$ cat src/rtl/instr_fetch.sv
// Instruction fetch: S_REQ issues imem_req at fetch_pc, S_ISSUE holds instr until stall drops; optional IFETCH_PERF_CNT_EN counters.
// Latency: 1 cycle from imem_ack to instr_valid; 2 cycles per instruction minimum.
// Backpressure: stall holds S_ISSUE with all outputs frozen; imem_req stays high until imem_ack.
module instr_fetch #(
   parameter logic [31:0] RESET_PC = 32'h00000000
) (
   input  logic        clk,
   input  logic        reset,
   output logic        imem_req,
   output logic [31:0] imem_addr,
   input  logic        imem_ack,
   input  logic [31:0] imem_data,
   output logic [31:0] instr,
   output logic        instr_valid,
   output logic [31:0] pc_out,
   output logic [31:0] pc_plus4,
   input  logic        stall,
   input  logic        beqz,
   input  logic        bnez,
   input  logic        jump,
   input  logic        jumpReg,
   input  logic [25:0] value,
   input  logic [15:0] imm16,
   input  logic [31:0] rs1_val
`ifdef IFETCH_PERF_CNT_EN
   ,
   output logic [31:0] fetch_cnt,
   output logic [31:0] redirect_cnt
`endif
);

   typedef enum logic {S_REQ = 1'b0, S_ISSUE = 1'b1} state_t;

   state_t      state_q, state_d;
   logic [31:0] fetch_pc_q, fetch_pc_d;
   logic [31:0] instr_q, instr_d;
   logic [31:0] pc_out_q, pc_out_d;
   logic [31:0] target_raw;
   logic [31:0] next_pc;
   logic        redirect;
   logic        issue_done;
   logic        fetch_done;

   assign imem_req    = (state_q == S_REQ);
   assign imem_addr   = {fetch_pc_q[31:2], 2'b00};
   assign instr_valid = (state_q == S_ISSUE);
   assign instr       = instr_q;
   assign pc_out      = pc_out_q;
   assign pc_plus4    = pc_out_q + 32'd4;

   always_comb begin
      target_raw = pc_plus4;
      if (jump && jumpReg)
         target_raw = {rs1_val[31:2], 2'b00};
      else if (jump)
         target_raw = pc_plus4 + {{6{value[25]}}, value};
      else if (beqz && !bnez && (rs1_val == 32'd0))
         target_raw = pc_plus4 + {{16{imm16[15]}}, imm16};
      else if (bnez && !beqz && (rs1_val != 32'd0))
         target_raw = pc_plus4 + {{16{imm16[15]}}, imm16};
      next_pc  = {target_raw[31:2], 2'b00};
      redirect = (next_pc != pc_plus4);
   end

   always_comb begin
      state_d    = state_q;
      fetch_pc_d = fetch_pc_q;
      instr_d    = instr_q;
      pc_out_d   = pc_out_q;
      fetch_done = 1'b0;
      issue_done = 1'b0;
      case (state_q)
         S_REQ: begin
            if (imem_ack) begin
               instr_d    = imem_data;
               pc_out_d   = {fetch_pc_q[31:2], 2'b00};
               state_d    = S_ISSUE;
               fetch_done = 1'b1;
            end
         end
         S_ISSUE: begin
            if (!stall) begin
               fetch_pc_d = next_pc;
               state_d    = S_REQ;
               issue_done = 1'b1;
            end
         end
         default: state_d = S_REQ;
      endcase
   end

   always_ff @(posedge clk) begin
      if (reset) begin
         state_q    <= S_REQ;
         fetch_pc_q <= RESET_PC;
         instr_q    <= 32'd0;
         pc_out_q   <= RESET_PC;
      end else begin
         state_q    <= state_d;
         fetch_pc_q <= fetch_pc_d;
         instr_q    <= instr_d;
         pc_out_q   <= pc_out_d;
      end
   end

`ifdef IFETCH_PERF_CNT_EN
   logic [31:0] fetch_cnt_q, fetch_cnt_d;
   logic [31:0] redirect_cnt_q, redirect_cnt_d;

   always_comb begin
      fetch_cnt_d    = fetch_cnt_q + {31'd0, fetch_done};
      redirect_cnt_d = redirect_cnt_q + {31'd0, issue_done & redirect};
   end

   always_ff @(posedge clk) begin
      if (reset) begin
         fetch_cnt_q    <= 32'd0;
         redirect_cnt_q <= 32'd0;
      end else begin
         fetch_cnt_q    <= fetch_cnt_d;
         redirect_cnt_q <= redirect_cnt_d;
      end
   end

   assign fetch_cnt    = fetch_cnt_q;
   assign redirect_cnt = redirect_cnt_q;
`else
   // Handshake strobes only feed the counters; keep them referenced in the lean build.
   logic unused_strobes;
   assign unused_strobes = fetch_done ^ issue_done ^ redirect;
`endif

endmodule
$ cat config.mk
export PLATFORM = sky130hd
export DESIGN_NAME = instr_fetch
export DESIGN_NICKNAME = d
export VERILOG_FILES = /design/src/rtl/instr_fetch.sv
export SDC_FILE = /design/constraint.sdc
export NUM_CORES = 1
export LEC_CHECK = 0
export CAP_MARGIN = 30
export CORE_AREA = 2 2 103 154
export DETAILED_ROUTE_END_ITERATION = 8
export DIE_AREA = 0 0 105 156
export PLACE_DENSITY = 0.86
export SYNTH_ARGS = -nofsm -noshare
export SYNTH_HDL_FRONTEND = slang
export SYNTH_SLANG_ARGS = --single-unit
$ cat constraint.sdc
create_clock -name clk -period 8.55 [get_ports clk]
set_clock_uncertainty 0.05 [all_clocks]
set_input_delay 0.855 -clock clk [delete_from_list [all_inputs] [get_ports clk]]
set_output_delay 0.855 -clock clk [all_outputs]
set_load 0.02 [all_outputs]
---- Word level (Yosys, flattened, before mapping) ----
Index checks and enable logic that the tools add are counted.
storage, ports and cells
  output and inout port bits .............. 130
  flip-flop bits (word level) ............. 93
  bits of input ports ..................... 114
  logic and storage cells ................. 27
operators by class
  mux-type cells .......................... 7
  reduce and logical (&&, ||, !) cells .... 11
  bitwise logic cells ..................... 2
  $add $sub $neg .......................... 3
operator list
  cell                   count
  $mux 32                4
  $add 32x32->32         2
  $add 32x3->32 const B  1
  $logic_not 32->1       1
  $reduce_bool 32->1     1
  $logic_and 1x1->1      5
  $reduce_and 2->1       2
  $logic_not 1->1        2
  $mux 1                 2
  $not 1->1              2
  $pmux 1 s2             1

---- Depth between registers and ports, before layout ----
Gate-level depths: netlist (run 1).
  depth in word-level cells ............... 7
  mapped depth ............................ 18
  depth with buffers taken out ............ 17

---- Worst setup path before layout (run 1) ----
No wires, ideal clock.
  kind .................................... reg-to-reg
  start point ............................. register pc_out_q[4] (netlist: pc_out[4])
  end point ............................... register fetch_pc_q[30]
  arrival ................................. 3,979 ps
  stages on the path, launching flop included .. 18
  data required time ...................... 8,386 ps
  buffers on the path ..................... 0
  library setup time ...................... 114 ps
  setup slack ............................. 4,407 ps
  cell sequence ........................... dfxtp_1 nand3_1 nor4_2 nand3_1 nor2_1 nand2_1 xnor2_1 ha_1 a21o_1 a21o_1 a21o_1 a21o_1 a21oi_1 o211ai_1 a41oi_1 xor2_1 o221ai_1 a21o_1
between the ends
  cells in the longest elaborated chain, start to end .. 6
  elaborated cells on any way between the ends .. 7
RTL lines
  item                      RTL line  RTL
  start: declaration        37        logic [31:0] pc_out_q, pc_out_d;
  start signal: assignment  102       pc_out_q <= pc_out_d;
  $add 32x3->32 *           49        assign pc_plus4 = pc_out_q + 32'd4;
  via pc_plus4[23]          16        output logic [31:0] pc_plus4,
  $add 32x32->32            58, 60
  $mux 32                   59        else if (bnez && !beqz && (rs1_val != 32'd0))
  $mux 32                   57        else if (beqz && !bnez && (rs1_val == 32'd0))
  $mux 32 *                 55        else if (jump)
  $mux 32 *                 53        if (jump && jumpReg)
  end signal: assignment    100       fetch_pc_q <= fetch_pc_d;
  end: declaration          35        logic [31:0] fetch_pc_q, fetch_pc_d;
Mark *: on every way through the listed nets, which the timed path passes. The rest lies on a longest branch.
A chain may end at the register's enable or synchronous reset.

---- Worst setup path in the final report (run 1) ----
  start point ............................. register pc_out_q[4] (netlist: pc_out[4])
  end point ............................... register fetch_pc_q[31]
between the ends
  cells in the longest elaborated chain, start to end .. 6
  elaborated cells on any way between the ends .. 7
RTL lines
  item             RTL line
  $add 32x3->32 *  49
  $add 32x32->32   58, 60
  $mux 32          59
  $mux 32          57
  $mux 32 *        55
  $mux 32 *        53
Every way passes the cells marked *; elsewhere a longest branch is shown, timed or not.

==> results of run 1 <==
synthesized netlist by cell type, types with 3 or more instances:
cell / n
nor3_1: 14
a32o_1: 4
clkbuf_1: 47
a21o_1: 42
o21bai_1: 6
ha_1: 66
o21a_1: 9
xnor2_1: 43
and4_1: 7
nand4_1: 14
o22ai_1: 3
a22oi_1: 4
dfxtp_1: 93
a221o_1: 3
nand2_1: 212
nor4_1: 9
inv_1: 13
and3_1: 7
nand2b_1: 7
o31ai_1: 8
or2_2: 5
nor2_1: 55
buf_4: 7
o21ai_1: 4
o211ai_1: 28
o21ai_0: 39
a31oi_1: 9
a211oi_1: 20
mux2_2: 3
nand3_1: 26
nor2b_1: 6
or3_1: 3
xor2_1: 32
buf_1: 5
nor3b_1: 3
a21oi_1: 130
mux2i_1: 7
per-stage QoR:
stage | total power, µW | util [%] | cell area [µm²] | setup slack, ns
floorplan | 655 | - | 7710 | 4.41
global placement | 795 | 67.5 | 10100 | 4.07
detailed placement | 799 | 67.5 | 10100 | 3.99
CTS | 1220 | 69.6 | 10400 | 3.94
global route | 1270 | 69.6 | 10400 | 3.59
finish | 1210 | 69.6 | 10400 | 3.78
cell families (layout without fill, tap and decap cells):
| family | after synthesis | after routing | share of synthesized area [%] |
|---|---|---|---|
| fa+ha+maj | 68 | 68 | 11.3 |
| flops | 93 | 93 | 24.2 |
| mux | 10 | 10 | 1.35 |
| simple gates | 379 | 379 | 22.1 |
| other cells | 1 | 6 | 0.0487 |
| buf+inv | 75 | 274 | 4.13 |
| xor+xnor | 75 | 75 | 8.54 |
| compound gates | 336 | 336 | 28.3 |
per-layer routing:
layer / routed length [µm] / vias to the layer above / global-route usage (%)
li1: - / 4137 / -
met1: 9450 / 3923 / 32.7
met2: 13500 / 385 / 57.8
met3: 1620 / 130 / 5.18
met4: 2320 / 0 / 25.6
met5: 0 / - / 0
cell type report:
class / instances / area, µm²
clock buffer: 9 / 225
clock inverter: 7 / 87.6
fill: 1309 / 4560
inverter: 13 / 48.8
multi-input combinational: 874 / 5550
sequential: 93 / 1860
tap: 199 / 249
timing repair buffer: 245 / 2420
how the worst min path moves through the flow:
stage | endpoint | slack [ns] | depth (start not counted)
2_1_floorplan | instr[0]$_SDFFE_PP0P_ | 0.48 | 2
3_3_place_gp | instr[10]$_SDFFE_PP0P_ | 0.39 | 2
3_5_place_dp | instr[20]$_SDFFE_PP0P_ | 0.40 | 2
4_1_cts | instr[20]$_SDFFE_PP0P_ | 0.41 | 2
5_1_grt | instr[20]$_SDFFE_PP0P_ | 0.42 | 2
6_report | instr[25]$_SDFFE_PP0P_ | 0.40 | 2
power by group through the flow:
| stage | combinational (µW) | clock (µW) | sequential [µW] |
|---|---|---|---|
| 2_1_floorplan | 161 | 0 | 494 |
| 4_1_cts | 325 | 424 | 466 |
| 5_1_grt | 354 | 443 | 468 |
| 3_3_place_gp | 320 | 0 | 475 |
| 6_report | 328 | 419 | 466 |
| 3_5_place_dp | 324 | 0 | 476 |
critical path, stage by stage (launching register included):
cell and delay, ns:
dfxtp_1 0.45, nand3_1 0.20, nor2_1 0.22, nand2_1 0.16
nor4_1 0.57, nand3_1 0.17, xnor2_1 0.63, ha_1 0.47
a21oi_1 0.18, o21bai_1 0.08, a21oi_1 0.39, nand3b_1 0.12
a211oi_1 0.30, o31ai_1 0.14, xor2_1 0.21, mux2i_1 0.23
nand3_1 0.09
flip-flops by register name (all words and copies together), names as in the netlist:
| name | count |
|---|---|
| instr | 32 |
| pc_out | 30 |
| fetch_pc_q | 30 |
| instr_valid | 1 |
==> impl_results.md, run 1 <==
* Status: complete, no violations
* Worst Setup Start Kind: register
* Routed WL at 26900 µm
* Cells after synthesis at 1037
* Fmax at 209 MHz
* Global-route wire length before repair at 42000 µm
* Share of flip-flops with an asynchronous set or reset at 0%
* Port-buffer cells at 233
* Initial core utilization at 51.3%
* CP required at 8.72 ns
* Vias at 8575
* Post-synth cell types at 70
* 1st-pass router iterations at 5
* Dpl hpwl at 21100 µm
* CP Max Fanout at 9
* Post-CTS sizing at 0
* Final hold violations at 0
* Commonest non-fill, non-tap cell in the layout: clkdlybuf4s50_1
* Clock Power Share at 34.5%
* Critical Path Source: pc_out[4]$_SDFFE_PP0P_
* Post-synthesis sequential area ratio at 24.2%
* Width of the die at 105 µm
* Layout area overhead at 35.7%
* DRC at 0
* H-tree depth at 3
* WL per Instance at 18.7 µm
* Top Ports at 244
* Starting DRT DRC Count at 608
* Top cell type by total area after synthesis: dfxtp_1
* FP Rows at 55
* Number of synthesized flops with an enable pin at 0
* Total GRT Usage at 32.1%
* Total of max-cap violations at 0
* Cts bufs inserted at 9
* RePlAce Congestion at 0.973
* Root buffer cell: clkbuf_16
* Nets at 1418
* Pleak at 0.00419 µW
* Crit. End Element: register
* CP Class: register to register
* Main area contributors after synthesis: dfxtp_1 24%, ha_1 11%, nand2_1 10%
* Sink Count at 93
* Worst flop-to-flop path endpoint: fetch_pc_q[31]$_SDFFE_PP0P_
* Die area at 16400 µm²
* Placed Cells incl. Taps at 1424
* Worst Setup EP: fetch_pc_q[31]$_SDFFE_PP0P_
* CTS tree: built
* Synth warn at 0
* Area share of the largest cell type after synthesis at 24.2%
* Slew HR at 37.9%
* Reg2reg start: pc_out[4]$_SDFFE_PP0P_
* Flop pwr share at 38.4%
* Peak supply drop at 0.0988 mV
* Mean post-synth cell area at 7.42 µm²
* Final min period at 4.77 ns
* Final setup viols at 0
* Sw Share at 31.4%
* Register-to-Register Path Depth at 16
* Mapped Area at 7690 µm²
* Slew Viols, Final at 0
* Clock Latency Late Sink at 0.35 ns
* Largest net degree at the start of global routing at 87
* Crit path DAT at 4.95 ns
* Vias/cell at 5.95
* Cts-stage hold buffer count at 0
* Finished Layout Cells at 1440
* Worst Tran Pin Value at 0.929 ns
* Flops & latches, synth at 93
* Post-CTS Setup Inserts at 0
* Setup total negative slack at 0 ns
* R2r setup slk at 3.78 ns
* Buffer depth of the longest clock path at 2
* Combinational share of power at 27.1%
* WHS at 0.405 ns
* Vias in the first global route at 8393
* Worst Hold Class: register to register
* Layout cells sized above 1 at 4.19%
* GRT overflow at 0
* Final Cycle Share at 55.8%
* Antenna violations before repair at 0
* Most frequent cells in the layout: 232 x clkdlybuf4s50_1, 211 x nand2_1, 129 x a21oi_1, 93 x dfxtp_1, 66 x ha_1
* RSZ-0062 raised after global routing: false
* Chip Height at 156 µm
* Core Box Area at 15000 µm²
* Reg clk slew, reported paths at 0.07 ns
* Power Density at 116 nW/µm²
* Switching power at 381 µW
* Internal Power at 832 µW
* Diodes inserted at 0
* Synth Flop Type: dfxtp_1
* DRT antenna net count at 0
* Hold Path Origin: instr[25]$_SDFFE_PP0P_
Power figures use the tool's default switching activity.
==> run 2: changes to the inputs <==
- CORE_AREA: 2 2 103 154 -> 2 2 113 169
- DIE_AREA: 0 0 105 156 -> 0 0 115 171
- PLACE_DENSITY: 0.86 -> 0.76
- clock period: 8.55 -> 4.1 ns (I/O delays scaled with it)
==> run 2 against run 1 <==
Effect of this change: critical path depth is the same; first-iteration DRC count down 15%; wire length grew 4.8%; total power up 110%; maximum frequency increased by 24%; core utilization fell by 9.5 points; largest power group unchanged; highest routed layer unchanged.
==> impl_results.md, run 2 (synthesized netlist as in run 1, its figures left out) <==
* Vias in the first global route at 8409
* Antenna violations before repair at 0
* Total of max-cap violations at 0
* CTS tree: built
* GRT Max-Usage Layer: met2
* Pleak at 0.00455 µW
* Crit. End Element: register
* Power Density at 229 nW/µm²
* Cts bufs inserted at 9
* Sink Count at 93
* Vias at 8734
* Slew Viols, Final at 0
* Crit path DAT at 4.05 ns
* Reg area at 1860 µm²
* Slew HR at 50.4%
* Peak supply drop at 0.241 mV
* GR Util met1 at 29.8%
* Initial core utilization at 42.0%
* WHS at 0.402 ns
* Worst Hold Class: register to register
* Root buffer cell: clkbuf_16
* GRT overflow at 0
* Most frequent cells in the layout: 232 x clkdlybuf4s50_1, 211 x nand2_1, 129 x a21oi_1, 91 x dfxtp_1, 72 x buf_4
* Starting DRT DRC Count at 519
* Grt met3 use at 3.93%
* DRT antenna net count at 0
* Port-buffer cells at 233
* Total GRT Usage at 27.5%
* WL per Instance at 18.5 µm
* Commonest non-fill, non-tap cell in the layout: clkdlybuf4s50_1
* Area of the multi-input gates at 5640 µm²
* Clock Latency Late Sink at 0.34 ns
* Design area at 11000 µm²
* Core Box Area at 18300 µm²
* Routed WL at 28200 µm
* Max incr delay on CP at 0.38 ns
* Met2 GRT Util at 48.8%
* RePlAce Congestion at 0.954
* Top Ports at 244
* Vias/cell at 5.74
* FP Rows at 61
* Final setup viols at 0
* Slowest stage cell, crit path: dfxtp_1
* Width of the die at 115 µm
* Diodes inserted at 0
* DRC at 0
* Max reg flops at 32
* Bufs and invs on worst path at 1
* Largest net degree at the start of global routing at 63
* RSZ-0062 raised after global routing: false
* Nets at 1479
* Die area at 19700 µm²
* Crit-path most repeated cell: a21o_1
* Worst Setup Start Kind: register
* Worst Tran Pin Value at 0.742 ns
* Final Cycle Share at 93.8%
* Placed cell area at 10600 µm²
* Layout area overhead at 43.1%
* Fmax at 260 MHz
* CP required at 4.30 ns
* Status: complete, no violations
* Layout cells sized above 1 at 9.61%
* H-tree depth at 3
* CP Max Fanout at 4
* Fillcell total at 1665
* Cell family with most CP delay: compound AO/OA/AOI/OAI gates
* Final hold violations at 0
* Crit-path cells: nand2_1 -> nor4_4 -> nand3_1 -> buf_4 -> nor2_1 -> xor2_1 -> ha_1 -> a21o_1 -> a21o_1 -> a21o_1 -> a21o_1 -> a21o_1 -> a31oi_1 -> xnor2_1 -> o211ai_1 -> o311ai_1
* Setup total negative slack at 0 ns
* CP Class: register to register
* Chip Height at 171 µm
* Buffer depth of the longest clock path at 2
* Reg clk slew, reported paths at 0.07 ns
* Dpl hpwl at 22600 µm
* Util after Layout at 60.1%
* Global-route wire length before repair at 42500 µm
* 1st-pass router iterations at 5
* Final min period at 3.85 ns
==> run 2: cell types whose count changed in the layout (fill, tap and decap cells not counted), sizes merged <==
cell	before	now
clkinv	2	1
clkbuf	9	10
clkinvlp	0	1
inv	17	15
buf	13	74
==> run 2: cell type report <==
| cell class | count | share of cell area, % |
|---|---|---|
| Clock buffer | 10 | 2.08 |
| Clock inverter | 5 | 0.546 |
| Inverter | 13 | 0.443 |
| Multi-Input combinational cell | 874 | 51.3 |
| Sequential cell | 93 | 16.9 |
| Tap cell | 220 | 2.50 |
| Timing Repair Buffer | 306 | 26.2 |
==> run 2: worst min-delay path, stage by stage (launching register included) <==
cell	delay [ns]
dfxtp_1	0.31
nand2_1	0.05
a21oi_1	0.05
==> run 2: metal layers <==
metal / routed length [µm] / part of all wire [%]
met1: 10100 / 36
met2: 14400 / 51
met3: 1620 / 5.8
met4: 2130 / 7.6
met5: 0 / 0
==> run 2: worst paths after layout <==
check	start	end	slack, ns	cells after the start
max	pc_out[3]$_SDFFE_PP0P_	fetch_pc_q[26]$_SDFFE_PP0P_	0.25	16
min	instr[1]$_SDFFE_PP0P_	instr[1]$_SDFFE_PP0P_	0.40	2
min reg2reg	instr[1]$_SDFFE_PP0P_	instr[1]$_SDFFE_PP0P_	0.40	2
max reg2reg	pc_out[3]$_SDFFE_PP0P_	fetch_pc_q[26]$_SDFFE_PP0P_	0.25	16
==> run 2: what timing repair did <==
item	CTS	global route
setup buffers	0	1
resized for setup	0	15
setup endpoints to repair	0	8
hold buffers	0	0
==> run 2: power breakdown <==
part	internal, µW	switching, µW	leakage (µW)
Sequential	941	31.4	0.000758
Combinational	328	387	0.00365
Clock	473	366	0.000139
Total	1740	785	0.00455
==> run 2: stage by stage <==
stage / setup WS [ns] / instances / total power [µW]
final: 0.254 / 1521 / 2530
after global routing: 0.0104 / 1521 / 2640
after detailed placement: 0.155 / 1505 / 1700
after CTS: 0.108 / 1520 / 2530
after global placement: 0.233 / 1505 / 1690
after floorplan: 0.0997 / 1042 / 1370
==> run 3: changes to the inputs <==
- ABC_AREA: unset -> 1
- CORE_AREA: 2 2 113 169 -> 2 2 119 178
- DIE_AREA: 0 0 115 171 -> 0 0 121 180
- PLACE_DENSITY: 0.76 -> 0.77
==> run 3 against run 2 <==
Effect of this change: combinational power rose by 92%; wire length increased by 28%; setup slack better by 0.053 ns; die area is 11% higher; design area is 9.5% higher; critical path type unchanged; largest power group is now combinational logic.
==> impl_results.md, run 3 <==
* GRT Max-Usage Layer: met2
* Clock Latency Late Sink at 0.34 ns
* Buffer depth of the longest clock path at 2
* Max reg flops at 32
* Dpl hpwl at 29700 µm
* Reg clk slew, reported paths at 0.07 ns
* 1st-pass router iterations at 5
* FP Rows at 64
* GR Util met1 at 35.6%
* Vias/cell at 5.32
* Simple-gate share of the synthesized area at 39.4%
* Chip Height at 180 µm
* Reg area at 1860 µm²
* Worst Hold Class: register to register
* Final min period at 3.79 ns
* Synth warn at 0
* Total of max-cap violations at 0
* Status: complete, no violations
* Port-buffer cells at 233
* Slew Viols, Final at 0
* CP required at 4.29 ns
* Total GRT Usage at 32.7%
* Grt met3 use at 3.81%
* Nets at 2012
* CP Class: register to register
* Setup total negative slack at 0 ns
* Starting DRT DRC Count at 570
* Mean post-synth cell area at 5.69 µm²
* Main area contributors after synthesis: dfxtp_1 20%, nand2_1 19%, inv_1 9.3%
* RePlAce Congestion at 0.983
* Synth Flop Type: dfxtp_1
* Width of the die at 121 µm
* Worst Tran Pin Value at 0.950 ns
* Top Ports at 244
* RSZ-0062 raised after global routing: false
* Post-Synth XOR/XNOR Area at 4.00%
* Worst Setup Start Kind: register
* Crit. End Element: register
* Global-route wire length before repair at 55900 µm
* Most frequent cells in the layout: 463 x nand2_1, 233 x clkdlybuf4s50_1, 226 x inv_1, 208 x nor2_1
* Sink Count at 93
* Final hold violations at 0
* Routed WL at 36200 µm
* Final Cycle Share at 92.5%
* Layout cells sized above 1 at 2.89%
* Cts bufs inserted at 9
* Post-CTS Setup Inserts at 0
* Post-synth cell types at 41
* Final setup viols at 0
* Flops & latches, synth at 93
* Number of synthesized flops with an enable pin at 0
* DRT antenna net count at 0
* H-tree depth at 3
* Count leader, synth: nand2_1
* Main combinational cell family by area after synthesis: simple AND/OR/NAND/NOR gates
* Power Density at 270 nW/µm²
* Peak supply drop at 0.376 mV
* Synth Area in Adders at 9.44%
* Largest net degree at the start of global routing at 65
* Mux cell area share after synthesis at 0%
* DRC at 0
* GRT overflow at 0
* Fillcell total at 2053
* Area of the multi-input gates at 6240 µm²
* Vias in the first global route at 11000
* Mapped Area at 9170 µm²
* Antenna violations before repair at 0
* Core Box Area at 20300 µm²
* Area share of the largest cell type after synthesis at 20.3%
* Crit path DAT at 3.98 ns
* Complex-gate fraction of the synthesized area at 14.8%
* Top post-synthesis cells by count: 463 x nand2_1, 227 x inv_1, 209 x nor2_1
* Top cell type by total area after synthesis: dfxtp_1
* Die area at 21800 µm²
* WHS at 0.419 ns
* Design Power at 3250 µW
* Layout area overhead at 31.5%
* Commonest non-fill, non-tap cell in the layout: nand2_1
* Diodes inserted at 0
* Post-synthesis sequential area ratio at 20.3%
* Pleak at 0.00610 µW
* CP Max Fanout at 7
* WL per Instance at 17.2 µm
* Met2 GRT Util at 59.7%
* Initial core utilization at 45.3%
* CTS tree: built
* Vias at 11200
* Root buffer cell: clkbuf_16
* Fmax at 264 MHz
* Cells after synthesis at 1611
* Slew HR at 36.6%
* Share of flip-flops with an asynchronous set or reset at 0%
## run 3: changes by cell type after synthesis, sizes merged, moves of 13 or more
cell and delta:
nand2 +256, inv +216, nor2 +161, nand3 +99, o21ai +72, a21o -40, xnor2 -38, o211ai -27
a211oi -20, clkbuf -17, nand4 +13
## run 3: final timing paths
path	end	depth (start not counted)	start	slack, ns
worst min-delay path	fetch_pc_q[13]$_SDFFE_PP0P_	2	fetch_pc_q[13]$_SDFFE_PP0P_	0.42
worst min register to register	fetch_pc_q[13]$_SDFFE_PP0P_	2	fetch_pc_q[13]$_SDFFE_PP0P_	0.42
worst max register to register	fetch_pc_q[29]$_SDFFE_PP0P_	19	pc_out[4]$_SDFFE_PP0P_	0.31
worst max-delay path	fetch_pc_q[29]$_SDFFE_PP0P_	19	pc_out[4]$_SDFFE_PP0P_	0.31
## run 3: power by group
group	internal [µW]	switching, µW	total (µW)
logic	539	831	1370
registers	969	57.1	1030
clock network	492	366	858
total	2000	1250	3250
## run 3: timing repair
item | CTS | global route
hold buffers | 0 | 0
endpoints found under the hold margin | 0 | 0
resized for setup | 0 | 1
setup endpoints to repair | 0 | 4
## run 3: logic make-up after synthesis
family | Yosys count
xor+xnor | 41
other cells | 1
compound gates | 259
flops | 93
simple gates | 872
fa+ha+maj | 68
buf+inv | 277
## run 3: final cells by class
type | count | area share [%]
inverter | 231 | 7.19
clock buffer | 10 | 1.98
sequential | 93 | 15.4
tap | 264 | 2.74
clock inverter | 6 | 0.581
timing repair buffer | 249 | 20.3
multi-input combinational | 1246 | 51.7
## run 3: per-layer routing
layer | up-vias | routed length (µm) | part of all wire [%]
li1 | 5582 | - | -
met1 | 5056 | 13400 | 37
met2 | 435 | 18300 | 51
met3 | 99 | 2290 | 6.3
met4 | 0 | 2230 | 6.2
met5 | - | 0 | 0
## run 3: critical path, stage by stage (launching register included)
cell	delay, ns
dfxtp_1	0.47
nand2_1	0.11
nor2_1	0.14
nand2_1	0.12
nor2_2	0.22
nand3b_1	0.15
xor2_1	0.55
ha_1	0.32
nand2_1	0.07
inv_1	0.09
nand2_1	0.13
nor3_1	0.42
and2_1	0.20
nand2_1	0.12
nand3_1	0.12
nand3_1	0.10
nand2_1	0.09
nand3_1	0.07
nand2_1	0.10
nand2_1	0.05
## run 3: stage by stage
stage	cell area, µm²	cells	util (%)	setup WS, ns
2_1_floorplan	9190	1616	-	1.06
3_3_place_gp	11700	2083	58.0	0.460
3_5_place_dp	11700	2083	58.0	0.391
4_1_cts	12100	2099	59.5	0.377
5_1_grt	12100	2099	59.5	0.0248
6_report	12100	2099	59.5	0.307
